**config.mk**
```make
export PLATFORM = sky130hd
export DESIGN_NAME = sr_cmd_sequencer_flat
export DESIGN_NICKNAME = d
export VERILOG_FILES = /design/src/rtl/sr_cmd_sequencer_if.sv /design/src/rtl/sr_cmd_sequencer.sv /design/src/flat_wrapper.sv
export SDC_FILE = /design/constraint.sdc
export NUM_CORES = 1
export LEC_CHECK = 0
export CORE_UTILIZATION = 50
export CTS_CLUSTER_SIZE = 30
export DETAILED_ROUTE_END_ITERATION = 8
export GPL_ROUTABILITY_DRIVEN = 1
export PLACE_DENSITY = 0.68
export SLEW_MARGIN = 0
export SYNTH_ARGS = -nofsm -noshare
export SYNTH_HDL_FRONTEND = slang
export SYNTH_SLANG_ARGS = --single-unit
export TNS_END_PERCENT = 5
```
**constraint.sdc**
```tcl
create_clock -name clk -period 2.6 [get_ports clk]
set_input_delay 0.52 -clock clk [delete_from_list [all_inputs] [get_ports clk]]
set_output_delay 0.52 -clock clk [all_outputs]
set_load 0.005 [all_outputs]
```
**src/rtl/sr_cmd_sequencer_if.sv**
```systemverilog
// Request/drive bundle for the SR command sequencer.
// Master drives raw requests; slave drives the latch outputs.
interface sr_cmd_sequencer_if;
  logic set_req;
  logic clr_req;
  logic s;
  logic r;
  logic busy;
  logic q_model;
  logic conflict;

  modport master (
    output set_req, clr_req,
    input  s, r, busy, q_model, conflict
  );

  modport slave (
    input  set_req, clr_req,
    output s, r, busy, q_model, conflict
  );
endinterface

```
**src/rtl/sr_cmd_sequencer.sv**
```systemverilog
// Debounced set/clear requests turned into timed, mutually
// exclusive s/r pulses for a downstream SR latch.
module sr_cmd_sequencer #(
  parameter int unsigned DB_CYCLES    = 4,
  parameter int unsigned PULSE_CYCLES = 2,
  parameter int unsigned GAP_CYCLES   = 1
) (
  input logic             clk,
  input logic             rst,
  sr_cmd_sequencer_if.slave bus
);

  typedef enum logic [1:0] {
    IDLE  = 2'd0,
    DRIVE = 2'd1,
    GAP   = 2'd2
  } state_t;

  localparam logic [7:0] DB_LAST = 8'(DB_CYCLES - 1);
  localparam logic [7:0] P_LAST  = 8'(PULSE_CYCLES - 1);
  localparam logic [7:0] G_LAST  = 8'(GAP_CYCLES - 1);

  // bit 0 = set path, bit 1 = clear path
  logic [1:0]      meta_q, sync_q;
  logic [1:0]      db_q, db_d;
  logic [1:0][7:0] cnt_q, cnt_d;
  logic [1:0]      rise;
  logic [1:0]      pend_q, pend_d;

  state_t     state_q, state_d;
  logic [7:0] tmr_q, tmr_d;
  logic       cmd_q, cmd_d;
  logic       take;
  logic       s_q, s_d;
  logic       r_q, r_d;
  logic       qm_q, qm_d;
  logic       conf_q, conf_d;

  // Two-flop synchronizers for both raw request inputs
  always_ff @(posedge clk or posedge rst) begin
    if (rst) begin
      meta_q <= '0;
      sync_q <= '0;
    end else begin
      meta_q <= {bus.clr_req, bus.set_req};
      sync_q <= meta_q;
    end
  end

  // Debounce: accept a new level after DB_CYCLES straight mismatches
  always_comb begin
    db_d  = db_q;
    cnt_d = cnt_q;
    for (int i = 0; i < 2; i++) begin
      if (sync_q[i] != db_q[i]) begin
        if (cnt_q[i] == DB_LAST) begin
          db_d[i]  = sync_q[i];
          cnt_d[i] = '0;
        end else begin
          cnt_d[i] = cnt_q[i] + 8'd1;
        end
      end else begin
        cnt_d[i] = '0;
      end
    end
    rise = db_d & ~db_q;
  end

  // Debounce and pending-flag state
  always_ff @(posedge clk or posedge rst) begin
    if (rst) begin
      db_q   <= '0;
      cnt_q  <= '0;
      pend_q <= '0;
    end else begin
      db_q   <= db_d;
      cnt_q  <= cnt_d;
      pend_q <= pend_d;
    end
  end

  // Next state, timer and output decode; clear beats set
  always_comb begin
    state_d = state_q;
    tmr_d   = tmr_q;
    cmd_d   = cmd_q;
    qm_d    = qm_q;
    conf_d  = 1'b0;
    take    = 1'b0;
    unique case (state_q)
      IDLE: begin
        if (|pend_q) begin
          state_d = DRIVE;
          tmr_d   = '0;
          take    = 1'b1;
          cmd_d   = ~pend_q[1];
          conf_d  = &pend_q;
        end
      end
      DRIVE: begin
        if (tmr_q == P_LAST) begin
          state_d = GAP;
          tmr_d   = '0;
          qm_d    = cmd_q;
        end else begin
          tmr_d = tmr_q + 8'd1;
        end
      end
      GAP: begin
        if (tmr_q == G_LAST) begin
          state_d = IDLE;
          tmr_d   = '0;
        end else begin
          tmr_d = tmr_q + 8'd1;
        end
      end
      default: begin
        state_d = IDLE;
        tmr_d   = '0;
      end
    endcase
    pend_d = (take ? 2'b00 : pend_q) | rise;
    s_d    = (state_d == DRIVE) &  cmd_d;
    r_d    = (state_d == DRIVE) & ~cmd_d;
  end

  // FSM and registered outputs
  always_ff @(posedge clk or posedge rst) begin
    if (rst) begin
      state_q <= IDLE;
      tmr_q   <= '0;
      cmd_q   <= 1'b0;
      s_q     <= 1'b0;
      r_q     <= 1'b0;
      qm_q    <= 1'b0;
      conf_q  <= 1'b0;
    end else begin
      state_q <= state_d;
      tmr_q   <= tmr_d;
      cmd_q   <= cmd_d;
      s_q     <= s_d;
      r_q     <= r_d;
      qm_q    <= qm_d;
      conf_q  <= conf_d;
    end
  end

  assign bus.s        = s_q;
  assign bus.r        = r_q;
  assign bus.busy     = (state_q != IDLE);
  assign bus.q_model  = qm_q;
  assign bus.conflict = conf_q;

endmodule

```
**src/flat_wrapper.sv**
```systemverilog
// flat-port wrapper written by rule: the top's interface ports become plain ports
module sr_cmd_sequencer_flat 
#(
  parameter int unsigned DB_CYCLES    = 4,
  parameter int unsigned PULSE_CYCLES = 2,
  parameter int unsigned GAP_CYCLES   = 1
)
  (clk, rst, bus_set_req, bus_clr_req, bus_s, bus_r, bus_busy, bus_q_model, bus_conflict);
  sr_cmd_sequencer_if bus_i ();
  input logic clk;
  input logic rst;
  input wire logic [$bits(bus_i.set_req)-1:0] bus_set_req;
  input wire logic [$bits(bus_i.clr_req)-1:0] bus_clr_req;
  output wire logic [$bits(bus_i.s)-1:0] bus_s;
  output wire logic [$bits(bus_i.r)-1:0] bus_r;
  output wire logic [$bits(bus_i.busy)-1:0] bus_busy;
  output wire logic [$bits(bus_i.q_model)-1:0] bus_q_model;
  output wire logic [$bits(bus_i.conflict)-1:0] bus_conflict;
  assign bus_i.set_req = bus_set_req;
  assign bus_i.clr_req = bus_clr_req;
  assign bus_s = bus_i.s;
  assign bus_r = bus_i.r;
  assign bus_busy = bus_i.busy;
  assign bus_q_model = bus_i.q_model;
  assign bus_conflict = bus_i.conflict;
  sr_cmd_sequencer #(.DB_CYCLES(DB_CYCLES), .PULSE_CYCLES(PULSE_CYCLES), .GAP_CYCLES(GAP_CYCLES)) u_core (.clk(clk), .rst(rst), .bus(bus_i));
endmodule
```
After elaboration in Yosys (flattened, before gate mapping)
Index checks and enable logic that the tools add are counted.

Register bits: 39. Bits in latches: 0. Bits in writable memories: 0. ROM bits: 0. Output and inout port bits: 5. Word-level logic and storage cells: 61. Memories: 0.

Add/subtract/negate cells: 3. $mul: 0. Divide/modulo/power cells: 0. Order comparisons: 0. Equal/unequal tests: 9. Shifts and indexed selects: 0. Mux-type cells: 23. Bitwise gates (word level): 7. Reduce and logical (&&, ||, !) cells: 6.

Operators with widths (number): $mux W8 (7); $add A8 B1 Y8 const B (3); $pmux W8 S3 (1); $eq A8 B2 Y1 const B (2); $mux W1 (10); $eq A8 B1 Y1 const B (1); $logic_not A8 Y1 (1); $mux W2 (4); $pmux W2 S3 (1); $eq A2 B1 Y1 const B (2); $reduce_and A2 Y1 (2); $and A1 B1 Y1 (2); $and A2 B2 Y2 (1); $eq A2 B2 Y1 const B (1); $logic_not A2 Y1 (1); $ne A1 B1 Y1 (2); $ne A2 B1 Y1 const B (1); $not A1 Y1 (2); $not A2 Y2 (1); $or A2 B2 Y2 (1); $reduce_bool A2 Y1 (1); $reduce_or A2 Y1 (1).

Logic depth before layout (Yosys ltp)
Gate-level depths: netlist of the first run.

Word-level depth: 5. Depth in mapped cells: 8.

Worst setup path before layout of the first run
OpenSTA, ideal clock, no wires.

Path type: register to register. Start: register u_core.state_q[1]. End: register u_core.tmr_q[2]. Setup time: 0.140 ns. Arrival: 1.561 ns. Data required time: 2.460 ns. Setup slack: 0.898 ns. Stages on the path, launching flop included: 9. Path buffers: 2. Clock period less this slack: 1.702 ns. Cell sequence: dfrtp_1 > inv_1 > ha_1 > buf_2 > nor3b_1 > buf_2 > nor3b_1 > o211ai_1 > o311ai_2.

Word-level cells in the longest chain between the ends: 2.

RTL lines: from (decl) (RTL line sr_cmd_sequencer.sv:30) `state_t state_q, state_d;`; from (signal assigned) (RTL line sr_cmd_sequencer.sv:138) `state_q <= state_d;`; $eq A2 B2 Y1 (tied with other cells) (RTL line sr_cmd_sequencer.sv:90) `unique case (state_q)`; $pmux W8 S3 or $ne A2 B1 Y1 (tied branches); to (signal assigned) (RTL line sr_cmd_sequencer.sv:139) `tmr_q <= tmr_d;`; to (decl) (RTL line sr_cmd_sequencer.sv:31) `logic [7:0] tmr_q, tmr_d;`.

Several ways; a longest one is shown, not always the timed one. A chain may end at the register's enable or synchronous reset.

Worst setup path after layout of the first run
Start: register u_core.state_q[1]. End: output port bus_busy.

Word-level cells in the longest chain between the ends: 1.

RTL lines: $reduce_bool A2 Y1 (RTL line sr_cmd_sequencer.sv:150) `assign bus.busy = (state_q != IDLE);`; to (decl) (RTL line flat_wrapper.sv:16) `output wire logic [$bits(bus_i.busy)-1:0] bus_busy;`.

No other way between the ends.

==> metrics.txt, run 1 <==
total CTS buffers 5; GR Overflow Total 0; CTS tree built; row count 21; setup bufs post-CTS 0; nets@finish just over 200; yosys warns 0; Post-Synthesis Cells between 150 and 200; wire per inst approximately 13 um; first-pass GRT wire length between 5000 and 6000 um; setup TNS 0 ps; initial core utilization ~54%; starting DRC count in detailed routing 66; via count 1284; H-Tree Depth 2; number of synthesized register bits 39; post-synth top area share between 50% and 60%; most frequent cells in the layout dfrtp_1 (39), nor2_1 (18), nand2_1 (17); largest net degree at the start of global routing 40; Hold Path Depth 0; CP Max Fanout 9; Core Area 3440 sq um; CTS Sinks 39; Post-route DRC 0; Static Leak approximately 0.92 nW; Vias/cell approximately 5.4; full die area approximately 4000 sq um; max cap viols 0; Total Power 1.60 mW; Yosys top cell by area dfrtp_1; Global Route Usage Sum around a fifth; Cell Pwr Density a little under 800 nW/um^2; Reg2Reg Depth 7; Worst path max stage delay 450 ps; Worst Skew roughly 7.5 ps; register share of total power 48.5%; CP most frequent cell inv_1; Pint about 1.1 mW; leading cell type in the layout, fill and taps excluded dfrtp_1; EDFF count, synth 0; Netlist Area Pre-Place 1840 sq um; relative slew slack 69.0%; Die W around 63 um; post-route minimum period 2200 ps; Comb pwr share approximately 28%; Final period util 84.8%; Max Freq about 450 MHz; Sw Share between 30% and 40%; Root Driver clkbuf_8; sequential area share after synthesis a little over half; status completed; io pins 9; ys flop type dfrtp_1; GPL Wtd Cong between 0.8 and 0.9; DIE HEIGHT 62.7 um; final WL roughly 3200 um; worst skew pair latency between 200 and 300 ps; crit path kind reg2out; Worst EP required between 2000 and 2500 ps; share of cells above drive strength 1 a little under 8%; DP Worst Slack ~660 ps; hold_buf cts 0; # setup viols final 0; synth top area cells dfrtp_1 (53%), ha_1 (6.1%), xor2_1 (5.7%); Area growth syn-to-layout 12.1%; Clock Path Buffers 2; DRT Pass-1 Iters 4; slowest CP cell clkdlybuf4s50_1; cts repair resizes 0; Hold Crit Class reg2reg; Setup WS post-layout 396 ps; cell chain of the critical path inv_1, ha_1, inv_1, clkdlybuf4s50_1; CP Launch Type register; # port buffers 8; Async SR Flop Fraction between 90% and 100%; Worst setup EP type primary output; worst-margin pin slew 463 ps; switching power 540 uW; Final Hold Viols 0; fin. max-slew vios 0; syn avg cell area 10.4 sq um; Syn Nets between 150 and 200; antenna violations before repair 0; clock-pin transition on the worst setup and hold timing paths about 60 ps; synth unique cells 29; maximum vdd ir drop between 400 and 500 uV; # diodes 0; ANT nets after route 0; Clock power frac a little under a quarter; vias in the first global route 1291; WP data arrival about 1700 ps; DP HPWL around 2300 um; unrepaired setup endpoints after global routing false
## cell families (layout without fill, tap and decap cells)
kind of cell    Yosys count  after routing  synth area share (%)
compound gates           26             26                  10.4
xor+xnor                 16             16                  7.60
fa+ha+maj                 9              9                  6.11
buf+inv                  16             32                  3.39
flops                    39             39                  52.9
mux                       2              2                  1.15
simple gates             69             69                  18.5
## critical path, delay by kind of cell, from the launching register on
kind / cells / cell delay (ps)
adders and majority gates: 1 / 320
buffers and inverters: 3 / 670
DFF: 1 / 420
## registers in the layout, summed over array words and instances, names as in the netlist
name	count
u_core.cmd_q	1
u_core.state_q	2
u_core.tmr_q	8
u_core.meta_q	2
u_core.pend_q	2
u_core.db_q	2
u_core.cnt_q	16
u_core.bus.r	1
u_core.bus.conflict	1
u_core.bus.q_model	1
u_core.bus.s	1
u_core.sync_q	2
## power groups by stage
| stage | Clock [mW] | Combinational [mW] | Sequential (mW) |
|---|---|---|---|
| finish | 0.383 | 0.440 | 0.775 |
| floorplan | 0 | 0.305 | 0.769 |
| detailed placement | 0 | 0.443 | 0.786 |
| CTS | 0.399 | 0.446 | 0.775 |
| global placement | 0 | 0.425 | 0.781 |
| global route | 0.426 | 0.502 | 0.788 |
## through the flow
step	cell area, sq um	hold slack (ps)	utilization (%)	std cells
2_1_floorplan	1840	331	-	177
3_3_place_gp	1990	332	57.7	231
3_5_place_dp	1990	335	57.7	231
4_1_cts	2070	351	60.1	239
5_1_grt	2070	380	60.1	239
6_report	2070	350	60.1	239
## path summary, 6_finish.rpt
path                                   startpoint          endpoint  slack, ps
worst max-delay path            u_core.state_q[1]          bus_busy        400
worst min-delay path             u_core.meta_q[1]  u_core.sync_q[1]        350
worst max register to register  u_core.state_q[1]      u_core.bus.r        650
worst min register to register   u_core.meta_q[1]  u_core.sync_q[1]        350
max in group asynchronous                     rst   u_core.tmr_q[1]       1620
min in group asynchronous                     rst  u_core.cnt_q[10]        650
## area by class of cell
type                            instances  area [sq um]
Clock inverter                          1          5.00
Multi-Input combinational cell        122           806
Clock buffer                            7          76.3
Fill cell                             302          1370
Sequential cell                        39           976
Inverter                               14          52.6
Timing Repair Buffer                   10          95.1
Tap cell                               46          57.6
## per-layer routing
layer  up-vias  global-route usage (%)  part of all wire (%)
met4         0                    8.43                   2.1
met3         8                    5.47                   3.1
met1       629                    21.6                    45
li1        637                       -                     -
met5         -                       0                     0
met2        10                    31.9                    50
## Yosys cell counts, types with 3 or more instances
| master | n |
|---|---|
| dfrtp_1 | 39 |
| nor2_1 | 18 |
| nand2_1 | 17 |
| inv_1 | 14 |
| nand3_1 | 14 |
| xor2_1 | 12 |
| ha_1 | 9 |
| a21oi_1 | 6 |
| and3_1 | 6 |
| nor3_1 | 5 |
| o211ai_1 | 5 |
| o21ai_0 | 5 |
| nor3b_1 | 4 |
| xnor2_1 | 4 |
| nor4_1 | 3 |
Note: power is estimated with default switching activity, not from simulation.
==> run 2: changes to the inputs <==
==> constraint.sdc (replaced) <==
create_clock -name clk -period 2.03 [get_ports clk]
set_input_delay 0.406 -clock clk [delete_from_list [all_inputs] [get_ports clk]]
set_output_delay 0.406 -clock clk [all_outputs]
set_load 0.005 [all_outputs]
==> run 2 against run 1 <==
Against the previous run:
- first-iteration DRC count grew 32%
- sequential share of layout area is 0.62 points lower
- clock power grew 33%
- wire length increased by 3.8%
- clock skew down 4.8 ps
- final cell count increased by 1.3%
- setup slack got worse by 290 ps
- power grew 32%
- highest routed layer unchanged
==> metrics.txt, run 2 (synthesis results as in run 1) <==
status completed; nets@finish between 200 and 250; Max Freq roughly 520 MHz; CP Launch Type register; Core Area ~3400 sq um; Root Driver clkbuf_8; Reg2Reg Depth 4; starting DRC count in detailed routing 87; # diodes 0; GR Overflow Total 0; worst-margin pin slew roughly 480 ps; Static Leak between 0.9 and 1 nW; CP Max Fanout 4; Hold EP u_core.sync_q[1]; total CTS buffers 5; Final period util between 90% and 100%; DIE HEIGHT between 60 and 70 um; hold_buf cts 0; Worst setup EP type primary output; final WL between 3000 and 4000 um; DP HPWL 2310 um; antenna violations before repair 0; post-route minimum period just under 2000 ps; max reg flops 16; Area growth syn-to-layout 13.6%; Final Hold Viols 0; max cap viols 0; Reg2Reg Launch Point u_core.tmr_q[2]; Cell Pwr Density 1010 nW/um^2; # port buffers 8; CTS tree built; Total Power between 2 and 2.5 mW; DRT Pass-1 Iters 5; Fin Hold WS about 350 ps; maximum vdd ir drop between 700 and 800 uV; Worst EP required roughly 1600 ps; fin. max-slew vios 0; H-Tree Depth 2; Vias/cell about 5.5; full die area 3940 sq um; vias in the first global route roughly 1400; Die W approximately 63 um; clock-pin transition on the worst setup and hold timing paths ~70 ps; Clock Path Buffers 2; ANT nets after route 0; leading cell type in the layout, fill and taps excluded dfrtp_1; most frequent cells in the layout dfrtp_1 (39), nor2_1 (18), nand2_1 (17); reg-to-reg slack, setup 240 ps; Hold Crit Class reg2reg; Worst Skew around 2.7 ps; r2r endpoint u_core.tmr_q[4]; # setup viols final 0; first-pass GRT wire length 5850 um; share of cells above drive strength 1 10.7%; wire per inst 13.8 um; CTS Sinks 39; Largest regs u_core.cnt_q (16), u_core.tmr_q (8); placed cell area ~2000 sq um; io pins 9; initial core utilization approximately 54%; row count 21; Hold Path Depth 0; relative slew slack 67.7%; largest net degree at the start of global routing 40; worst skew pair latency about 290 ps; GPL Wtd Cong 0.824; most flop-heavy register u_core.cnt_q; HP Start u_core.meta_q[1]; Finished Cell Area about 2100 sq um; Global Route Usage Sum approximately 19%; via count about 1300; WP data arrival ~1500 ps; setup TNS 0 ps; unrepaired setup endpoints after global routing false; crit path kind reg2out; Post-route DRC 0
## run 2: worst max path at each step
stage	end	slack (ps)	cells past startpoint	start
2_1_floorplan	u_core.tmr_q[2]	330	8	u_core.state_q[1]
3_3_place_gp	u_core.tmr_q[7]	320	7	u_core.state_q[1]
3_5_place_dp	u_core.tmr_q[3]	270	4	u_core.tmr_q[2]
4_1_cts	bus_busy	4	4	u_core.state_q[0]
5_1_grt	bus_busy	20	4	u_core.state_q[0]
6_report	bus_busy	100	4	u_core.state_q[1]
## run 2: critical path, cell delays in order (launching register included)
cell             delay, ps
dfrtp_1                390
inv_1                  110
ha_2                   220
inv_1                   60
clkdlybuf4s50_1        440
## run 2: layout make-up
class                           instances  area (sq um)
Clock buffer                            5          68.8
Clock inverter                          3          15.0
Fill cell                             302          1350
Inverter                               14          52.6
Multi-Input combinational cell        122           808
Sequential cell                        39           976
Tap cell                               46          57.6
Timing Repair Buffer                   13           118
## run 2: per-layer routing
metal	up-vias	part of all wire (%)	track usage, %
met5	-	0	0
met4	0	2.3	9.59
met3	10	4.0	4.56
li1	643	-	-
met1	660	42	21.8
met2	26	52	34.4
## run 2: report_power, final
part | switching, mW | total (mW) | internal (mW)
Clock | 0.274 | 0.509 | 0.235
Combinational | 0.362 | 0.613 | 0.252
Sequential | 0.102 | 0.992 | 0.890
Total | 0.738 | 2.12 | 1.38
## run 2: per-stage QoR
step,worst slack (ps),util [%],cells
after floorplan,328,-,177
after global routing,23.5,60.9,242
after global placement,319,57.9,232
final,105,60.9,242
after CTS,3.98,60.6,241
after detailed placement,265,57.9,232
## run 2: repair_timing
item | 4_1_cts | 5_1_grt
endpoints found under the setup margin | 1 | 1
resized for setup | 0 | 1
pin swaps | 0 | 0
setup buffers | 1 | 1
==> run 3: changes to the inputs <==
--- a/config.mk
+++ b/config.mk
@@ -5,6 +5,7 @@
 export SDC_FILE = /design/constraint.sdc
 export NUM_CORES = 1
 export LEC_CHECK = 0
+export CORE_MARGIN = 4
 export CORE_UTILIZATION = 50
 export CTS_CLUSTER_SIZE = 30
 export DETAILED_ROUTE_END_ITERATION = 8
==> run 3 against run 2 <==
Against the previous run:
- global-route usage down 2.7 points
- clock skew up 2.6 ps
- via count down 2.2%
- sequential cell count unchanged
- register-to-register slack worse by 40 ps
- wire length down 0.45%
- die area up 20%
- non-clock buffer count down 1
- utilization up 0.65 points
- worst hold slack better by 3.4 ps
- design area up 1.1%
- critical endpoint unchanged
==> metrics.txt, run 3 (synthesis results as in run 1) <==
wire per inst around 14 um; via count between 1000 and 1500; # setup viols final 0; maximum vdd ir drop 560 uV; worst-margin pin slew between 400 and 500 ps; area occupied by multi-input gates approximately 820 sq um; setup TNS 0 ps; Largest regs u_core.cnt_q (16), u_core.tmr_q (8); Inst Count DP approximately 230; Reg2Reg Launch Point u_core.tmr_q[2]; Final Util 61.5%; max cap viols 0; final-layout fill cell count 300; Vias/cell 5.43; share of cells above drive strength 1 between 10% and 20%; Worst EP required ~1600 ps; GR Overflow Total 0; CTS tree built; Hold EP u_core.sync_q[1]; relative slew slack 66.9%; vias in the first global route about 1300; Final period util 96.7%; DIE HEIGHT 68.7 um; Root Driver clkbuf_8; final WL ~3300 um; fin. max-slew vios 0; full die area roughly 4700 sq um; Reg area between 900 and 1000 sq um; max reg flops 16; CP most frequent cell inv_1; Global Route Usage Sum around 17%; Reg2Reg Depth 4; ANT nets after route 0; row count 21; largest net degree at the start of global routing 40; Clock Path Buffers 2; Cell Pwr Density 1030 nW/um^2; starting DRC count in detailed routing between 100 and 150; io pins 9; CP Launch Type register; crit path kind reg2out; placed cell area a little under 2000 sq um; Total Power 2.18 mW; # diodes 0; Area growth syn-to-layout 14.9%; status completed; H-Tree Depth 2; Worst Skew approximately 5.3 ps; reg-to-reg slack, setup about 200 ps; initial core utilization approximately 54%; Static Leak about 0.94 nW; Worst path max stage delay roughly 500 ps; CTS Sinks 39; antenna violations before repair 0; post-route minimum period around 2000 ps; Die W 68.7 um; most flop-heavy register u_core.cnt_q; r2r endpoint u_core.bus.r; post-layout instance count excluding filler cells about 240; cell chain of the critical path inv_1, ha_4, inv_1, clkdlybuf4s50_1; Post-route DRC 0; Finished Cell Area 2120 sq um; clock-pin transition on the worst setup and hold timing paths 70 ps; # port buffers 8; DP HPWL 2290 um; most frequent cells in the layout dfrtp_1 (39), nor2_1 (18), nand2_1 (17); Hold Path Depth 0; Final Hold Viols 0; first-pass GRT wire length 5810 um; nets@finish slightly above 200; CP Max Fanout 9; Worst setup EP type primary output; GPL Wtd Cong between 0.7 and 0.8; HP Start u_core.meta_q[1]; worst skew pair latency about 290 ps; slowest CP cell clkdlybuf4s50_1; Hold Crit Class reg2reg; leading cell type in the layout, fill and taps excluded dfrtp_1; DRT Pass-1 Iters 4; total CTS buffers 5; WP data arrival around 1600 ps; Core Area ~3400 sq um; Max Freq about 510 MHz
run 3: cell count changes in the layout (fill, tap and decap cells not counted), sizes merged:
cell / previous run / this run
clkinv: 3 / 0
clkbuf: 5 / 7
buf: 5 / 4
clkinvlp: 0 / 1
run 3: what timing repair did:
action	4_1_cts	5_1_grt
hold buffers	0	0
setup endpoints to repair	1	1
resized for setup	2	0
pin swaps	0	0
buffers inserted	0	2
run 3: per-layer routing:
layer	GRT usage, %	share of wire (%)
met1	21.0	45
met2	26.8	49
met3	5.83	3.9
met4	5.84	1.2
met5	0	0
run 3: worst max path at each step:
stage	start	end	slack [ps]	depth (start not counted)
global placement	u_core.state_q[1]	u_core.bus.r	280	6
finish	u_core.state_q[1]	bus_busy	70	4
floorplan	u_core.state_q[1]	u_core.tmr_q[2]	330	8
global route	u_core.state_q[1]	bus_busy	-20	4
CTS	u_core.state_q[1]	bus_busy	40	4
detailed placement	u_core.state_q[1]	u_core.bus.r	160	6
run 3: through the flow:
step           hold slack [ps]  setup slack (ps)
2_1_floorplan              331               328
3_3_place_gp               333               276
3_5_place_dp               345               164
4_1_cts                    361              39.0
5_1_grt                    374             -20.5
6_report                   357              66.6
run 3: where the power goes:
group | switching, mW | internal [mW]
registers | 0.105 | 0.890
clock network | 0.268 | 0.309
logic | 0.354 | 0.257
total | 0.727 | 1.46
run 3: area by class of cell:
type / instances / share of cell area [%]
Tap cell: 46 / 2.72
Clock buffer: 7 / 4.55
Timing Repair Buffer: 12 / 5.20
Multi-Input combinational cell: 122 / 38.6
Inverter: 14 / 2.48
Sequential cell: 39 / 46.1
Clock inverter: 1 / 0.354
run 3: worst max-delay path, delay by kind of cell, from the launching register on:
family	cells	cell delay (ps)
buf+inv	3	690
flops	1	380
fa+ha+maj	1	200
